==> src/rtl/cordic_arbiter.sv <==
// -----------------------------------------------------------------------------
// cordic_arbiter
//
// Shares one pipelined CORDIC rotator between two requesters. Each cycle at
// most one request is granted and registered onto the rotator inputs. A tag
// shift register (PIPE_LAT+1 deep) tracks the owner of each issued operation,
// so that the rotator result can be steered back to that requester as a
// registered, one-cycle response strobe.
//
// Build option:
//   CORDIC_ARB_FIXED_PRIO_EN  defined     -> requester 0 has strict priority
//                             not defined -> 2-way round-robin (pointer rr)
//
// Ports:
//   clock, reset_n                 clock, synchronous active-low reset
//   reqN_valid / reqN_ready        request handshake (ready is combinational)
//   reqN_angle, reqN_x, reqN_y     request fields (angle full scale = 360 deg)
//   cor_angle, cor_x_start,
//   cor_y_start                    registered drive to the rotator
//   cor_cosine, cor_sine           rotator results, PIPE_LAT clocks later
//   rspN_valid, rspN_cos, rspN_sin registered response per requester
//   busy                           high while any operation is in flight
// -----------------------------------------------------------------------------
module cordic_arbiter #(
    parameter int SZ       = 16,
    parameter int AW       = 32,
    parameter int PIPE_LAT = 16
) (
    input  logic          clock,
    input  logic          reset_n,

    input  logic          req0_valid,
    output logic          req0_ready,
    input  logic [AW-1:0] req0_angle,
    input  logic [SZ-1:0] req0_x,
    input  logic [SZ-1:0] req0_y,

    input  logic          req1_valid,
    output logic          req1_ready,
    input  logic [AW-1:0] req1_angle,
    input  logic [SZ-1:0] req1_x,
    input  logic [SZ-1:0] req1_y,

    output logic [AW-1:0] cor_angle,
    output logic [SZ-1:0] cor_x_start,
    output logic [SZ-1:0] cor_y_start,
    input  logic [SZ-1:0] cor_cosine,
    input  logic [SZ-1:0] cor_sine,

    output logic          rsp0_valid,
    output logic [SZ-1:0] rsp0_cos,
    output logic [SZ-1:0] rsp0_sin,

    output logic          rsp1_valid,
    output logic [SZ-1:0] rsp1_cos,
    output logic [SZ-1:0] rsp1_sin,

    output logic          busy
);

    logic grant0;
    logic grant1;
    logic accept;

    // Tag shift register: bit 0 is the head (just issued), bit PIPE_LAT the tail
    // whose rotator result is present on cor_cosine/cor_sine this cycle.
    logic [PIPE_LAT:0] tag_vld_p;
    logic [PIPE_LAT:0] tag_own_p;
    logic              tail_vld;
    logic              tail_own;

`ifdef CORDIC_ARB_FIXED_PRIO_EN
    always_comb begin
        grant0 = req0_valid;
        grant1 = req1_valid & ~req0_valid;
    end
`else
    logic rr;

    always_comb begin
        grant0 = 1'b0;
        grant1 = 1'b0;
        if (req0_valid && req1_valid) begin
            grant0 = ~rr;
            grant1 = rr;
        end else begin
            grant0 = req0_valid;
            grant1 = req1_valid;
        end
    end

    // Pointer toggles on every accept and holds on idle cycles.
    always_ff @(posedge clock) begin
        if (!reset_n)
            rr <= 1'b0;
        else if (accept)
            rr <= ~rr;
    end
`endif

    assign req0_ready = grant0;
    assign req1_ready = grant1;
    assign accept     = grant0 | grant1;

    // ---- issue stage: registered rotator drive, held on idle cycles ----
    always_ff @(posedge clock) begin
        if (!reset_n) begin
            cor_angle   <= '0;
            cor_x_start <= '0;
            cor_y_start <= '0;
        end else if (grant0) begin
            cor_angle   <= req0_angle;
            cor_x_start <= req0_x;
            cor_y_start <= req0_y;
        end else if (grant1) begin
            cor_angle   <= req1_angle;
            cor_x_start <= req1_x;
            cor_y_start <= req1_y;
        end
    end

    // ---- tag pipeline: owner tracking through the rotator latency ----
    always_ff @(posedge clock) begin
        if (!reset_n) begin
            tag_vld_p <= '0;
            tag_own_p <= '0;
        end else begin
            tag_vld_p <= {tag_vld_p[PIPE_LAT-1:0], accept};
            tag_own_p <= {tag_own_p[PIPE_LAT-1:0], grant1};
        end
    end

    assign tail_vld = tag_vld_p[PIPE_LAT];
    assign tail_own = tag_own_p[PIPE_LAT];
    assign busy     = |tag_vld_p;

    // ---- response stage: capture rotator output for the tail's owner ----
    always_ff @(posedge clock) begin
        if (!reset_n) begin
            rsp0_valid <= 1'b0;
            rsp0_cos   <= '0;
            rsp0_sin   <= '0;
            rsp1_valid <= 1'b0;
            rsp1_cos   <= '0;
            rsp1_sin   <= '0;
        end else begin
            rsp0_valid <= tail_vld & ~tail_own;
            rsp1_valid <= tail_vld & tail_own;
            if (tail_vld && !tail_own) begin
                rsp0_cos <= cor_cosine;
                rsp0_sin <= cor_sine;
            end
            if (tail_vld && tail_own) begin
                rsp1_cos <= cor_cosine;
                rsp1_sin <= cor_sine;
            end
        end
    end

endmodule
==> config.mk <==
export PLATFORM = sky130hd
export DESIGN_NAME = cordic_arbiter
export DESIGN_NICKNAME = d
export VERILOG_FILES = /design/src/rtl/cordic_arbiter.sv
export SDC_FILE = /design/constraint.sdc
export NUM_CORES = 1
export LEC_CHECK = 0
export CAP_MARGIN = 20
export CORE_MARGIN = 1.5
export CORE_UTILIZATION = 43
export DETAILED_ROUTE_END_ITERATION = 7
export GPL_TIMING_DRIVEN = 0
export HOLD_SLACK_MARGIN = 0.15
export PLACE_DENSITY = 0.86
export SLEW_MARGIN = 25
export SYNTH_ARGS = -nofsm -noshare
export SYNTH_HDL_FRONTEND = slang
export SYNTH_SLANG_ARGS = --single-unit
==> constraint.sdc <==
create_clock -name clock -period 1.8 [get_ports clock]
set_clock_uncertainty 0.1 [all_clocks]
set_input_delay 0.36 -clock clock [delete_from_list [all_inputs] [get_ports clock]]
set_output_delay 0.36 -clock clock [all_outputs]
set_load 0.05 [all_outputs]
==> Word level (Yosys, flattened, before mapping) <==
Index checks and enable logic that the tools add are counted.
{ "word_totals": {"regBits": 165, "out_inout_bits": 133, "word_cells": 31, "inputBits": 164} }
{ "classes": {"bitwise_logic": 5, "n_mux": 8, "reduce_logical": 6} }
{ "op_table": {"columns": ["op", "n"], "rows": [
  ["two-way mux 16 bit", 4],
  ["two-way mux 32 bit", 2],
  ["OR reduction 17 bit", 1],
  ["logical AND 1 bit", 3],
  ["bitwise AND 1 bit", 2],
  ["two-way mux 1 bit", 2],
  ["NOT 1 bit", 2],
  ["nonzero test 2 bit", 1],
  ["logical NOT 1 bit", 1],
  ["OR 1 bit", 1]
]} }

==> Logic depth before layout (Yosys ltp) <==
{ "depth": {"depth_word": 4, "ltp_mapped": 6, "mapped_depth_nobuf": 3} }

==> Worst setup path after synthesis <==
No wires, ideal clock.
{ "synth_path": {"kind": "register to output", "startpoint": "reg tag_vld_p[16]", "endpoint": "out busy", "n_path_buf": 0, "arrival_ps": 1323, "stages_incl_launch_ff": 4, "path_slack_ps": 17, "required_ps": 1340, "cell_sequence": "dfxtp_1 > nor4_1 > nand4_1 > or4_1"} }
{ "synth_between": {"elab_chain_len": 1} }
{ "synth_lines": {"columns": ["element", "line", "rtl"], "rows": [
  ["start: declaration", "67", "logic [PIPE_LAT:0] tag_vld_p;"],
  ["start signal: assignment", "128", "tag_vld_p <= {tag_vld_p[PIPE_LAT-1:0], accept};"],
  ["OR reduction 17 bit", "135", "assign busy = |tag_vld_p;"],
  ["end: declaration", "58", "output logic busy"]
]} }
No other way between the ends.

==> Final worst setup path <==
{ "layout_path": {"startpoint": "reg tag_vld_p[10]", "endpoint": "out busy"} }
The elaborated chain is that of the path after synthesis.

==> results by stage <==
Power and ir drop:
- The power per standard cell area is 859 mW/mm².
- After layout, the design draws a total of 9.18 mW.
- The analysis attributes to cell leakage a power of 4.38 nW.
- Across the VDD grid, the largest voltage drop is 0.679 mV.

Clock network:
- TritonCTS built the clock tree.
- The clock tree synthesis step divided the H-tree into 4 levels.
- The clock sink count is 165.
- The tree is rooted in a clkbuf_16.
- After clock tree synthesis, the clock-pin slew on the worst setup and hold paths is 0.06 ns.
- No sink is reached through more buffers than the 2 on the longest clock path.
- The number of clock buffers added by TritonCTS is 17.
- The insertion delay to the later sink of the worst-skew pair is 0.42 ns.

STA:
- The time the worst path needs with I/O delays and setup is 2.24 ns.
- The final count of pins violating max slew is 0.
- The total setup violations reported at the end of the flow is 1.
- The pin slew with the least headroom to its limit is 0.588 ns.
- The worst slew margin relative to its limit is 61.0%.
- Final hold analysis gives a worst-case slack of 0.332 ns.
- Setup repair after global routing could not meet its margin everywhere.
- The portion of the clock cycle consumed by the worst path in the final layout is 124%.
- The hold violation count in the final report is 0.
- The final worst-path setup slack is -0.441 ns.
- Based on the critical path, the design can be clocked at up to 446 MHz.

Global route:
- The via count of the first global-routing pass was 6,405.
- The largest net degree at the start of global routing is 19.
- The initial antenna violation count was 1.
- For this run, the total global-route usage over all layers was measured as 25.3%.
- The final global-route overflow total is 0.
- The first global-routing pass estimated 33,100 µm of wire.

Final layout:
- The growth of design area from synthesis to finish is 53.6%.
- The library cell used most frequently in the layout, excluding fill and tap cells, is dfxtp_1.
- After the flow finishes, the layout carries non-filler instances totaling 1,279.
- Fill cells in the final layout number 1,271.
- The net count of the finished layout is 1,213.
- The post-route netlist has 14.3% of its cells at a drive strength greater than 1.
- Leaving out fill and tap cells, the most frequent cells in the layout are dfxtp_1 (163), clkdlybuf4s50_1 (160), nand2_1 (129).

Synthesis:
- In the synthesized netlist, the number of instances is 735.
- The mean cell area of the mapped netlist is 9.47 µm².
- The mapped cell area is 0.00696 mm².
- In the post-synthesis netlist, the biggest area contributors are dfxtp_1 (47%), a21oi_1 (9.1%), mux2i_1 (9.1%), o211ai_2 (8.8%), nand2_1 (7.0%).
- Synthesis produced a netlist with a net count of 899.
- The synthesized netlist contains 27 unique library cells.
- The number of register bits inferred by synthesis is 165.
- Sequential elements use 47.5% of the synthesized area.
- The biggest area contributor in the post-synthesis netlist is dfxtp_1.
- For this run, the number of Yosys warnings is 0.
- Of the post-synthesis cell area, the dominant cell type holds 47.5%.

Min path:
- In this run the worst hold path is classified as flip-flop to flip-flop.
- The worst min-delay path startpoint is tag_own_p[3].

Detailed routing:
- The first detailed-routing pass ran for 5 iterations.
- Using the TritonRoute via totals, the vias-per-cell ratio works out to 5.19.
- Once detail routing completed, the nets flagged for antenna violations numbered 0.
- The routed wire length is 22,200 µm.
- The DRC violation total after the first TritonRoute iteration is 375.
- After detailed routing, the number of remaining DRC violations is 0.
- The total via count after detailed routing is 6,640.
- Dividing the detail-routed wire length by the instance count gives 17.4 µm.

Die:
- The floorplan die height is 130 µm.
- Once the floorplan was initialized, standard cells occupied 44.0% of the core.
- In this run the standard cell core region covers 0.0158 mm².
- In this run the horizontal extent of the chip is 130 µm.
- The die area is 0.0170 mm².
- In this run the count of I/O pins placed on the die edge is 297.
- In this run the core area contains 46 standard-cell rows.

Critical path:
- The startpoint class of the critical path is a flip-flop.
- The slowest stage of the critical path belongs to the cell or4_4.
- Along the worst path, the maximum fanout reaches 2.
- On the worst path, the slowest cell contributes a delay of 0.43 ns.
- The startpoint identified for the worst register-to-register timing path is rr.
- STA classifies the critical path endpoint as a primary output.
- On the critical path the largest part of the delay comes from simple AND/OR/NAND/NOR gates.
- The worst path required time is 1.34 ns.
- The critical path launch point is tag_vld_p[10].
- The sum of buffers and inverters on the critical path is 1.
- The critical path goes through nor4_2, nand4_1, or4_4, buf_6.
- For the worst setup path, the data arrival time is 1.78 ns.
- The category of the most critical setup path is flip-flop to primary output.

Placement:
- Routability-driven placement finished with a final weighted congestion of 0.833.
- Including well taps, the total number of placed cells is 1,245.
- The worst-case setup slack after placement is -0.995 ns.
- The count of buffers added on input and output ports is 294.
- The post-detailed-placement half-perimeter wirelength is 16,700 µm.

Flow run:
- The tool flagged a number of max-cap violations equal to 0.

Status:
- The run finished, with violations left.
- The checks that failed: setup timing.
==> kinds of logic after synthesis <==
logic type,after synthesis,synth area share (%)
AOI/OAI and AO/OA,193,19.8
DFF,165,47.5
buffers and inverters,72,5.65
muxes,63,9.06
and+or+nand+nor,241,17.9
xor gates and xnor gates,1,0.126
==> repair_timing <==
| item | in CTS | in global routing |
|---|---|---|
| setup endpoints to repair | 133 | 44 |
| gates resized for setup | 184 | 48 |
| pin swaps | 4 | 2 |
| hold buffers | 0 | 0 |
| buffers inserted | 2 | 0 |
==> per-stage QoR <==
stage | setup TNS (ns) | util (%) | cell area [µm²]
detailed placement | -9.19 | 64.3 | 10200
global route | -0.539 | 67.5 | 10700
floorplan | 0 | - | 6960
global placement | -8.15 | 64.3 | 10200
finish | -0.441 | 67.5 | 10700
CTS | -0.429 | 67.2 | 10600
==> flip-flops by register name, summed over array words and instances (netlist names) <==
register,count
cor_angle,32
cor_x_start,16
cor_y_start,16
rr,1
rsp0_cos,16
rsp0_sin,16
rsp0_valid,1
rsp1_cos,16
rsp1_sin,16
rsp1_valid,1
tag_own_p,17
tag_vld_p,17
==> routing by layer <==
metal | part of all wire (%) | GRT usage, % | vias to the layer above
li1 | - | - | 3213
met5 | 0 | 0 | -
met4 | 2.2 | 9.67 | 0
met3 | 8.5 | 8.12 | 38
met1 | 40 | 29.3 | 3139
met2 | 50 | 43.3 | 250
==> synthesized netlist by cell type (all sizes together) <==
master and number:
nand4 1, nand3b 63, nand2 129, nand2b 1
mux2i 63, inv 4, a21bo 1, a21oi 127
nor3 1, xor2 1, nor2b 1, nor4 3
o21ai 1, nor2 8, clkbuf 22, o211ai 63
dfxtp 165, or4 1, and2 33, o221a 1
buf 46
==> worst paths after layout <==
check                           slack [ns]        endpoint  cells after the start
worst min-delay path                  0.33    tag_own_p[4]                      1
worst max register to register        0.17  cor_y_start[2]                      5
worst max-delay path                 -0.44            busy                      4
worst min register to register        0.33    tag_own_p[4]                      1
==> layout make-up <==
class	instances	area (µm²)	share of cell area (%)
Antenna cell	2	5.00	0.0468
Tap cell	216	270	2.53
Multi-Input combinational cell	498	3310	30.9
Sequential cell	165	3310	30.9
Timing Repair Buffer	296	2850	26.6
Clock inverter	14	140	1.31
Clock buffer	17	425	3.98
Inverter	4	15.0	0.140
Buffer	67	375	3.51
==> report_power, final <==
part / switching [mW] / leakage (nW) / internal (mW)
clock: 1.60 / 0.279 / 1.94
sequential: 0.0755 / 1.35 / 3.79
combinational: 1.04 / 2.75 / 0.738
total: 2.71 / 4.38 / 6.47
No activity file was read; power rests on OpenSTA's default activity.
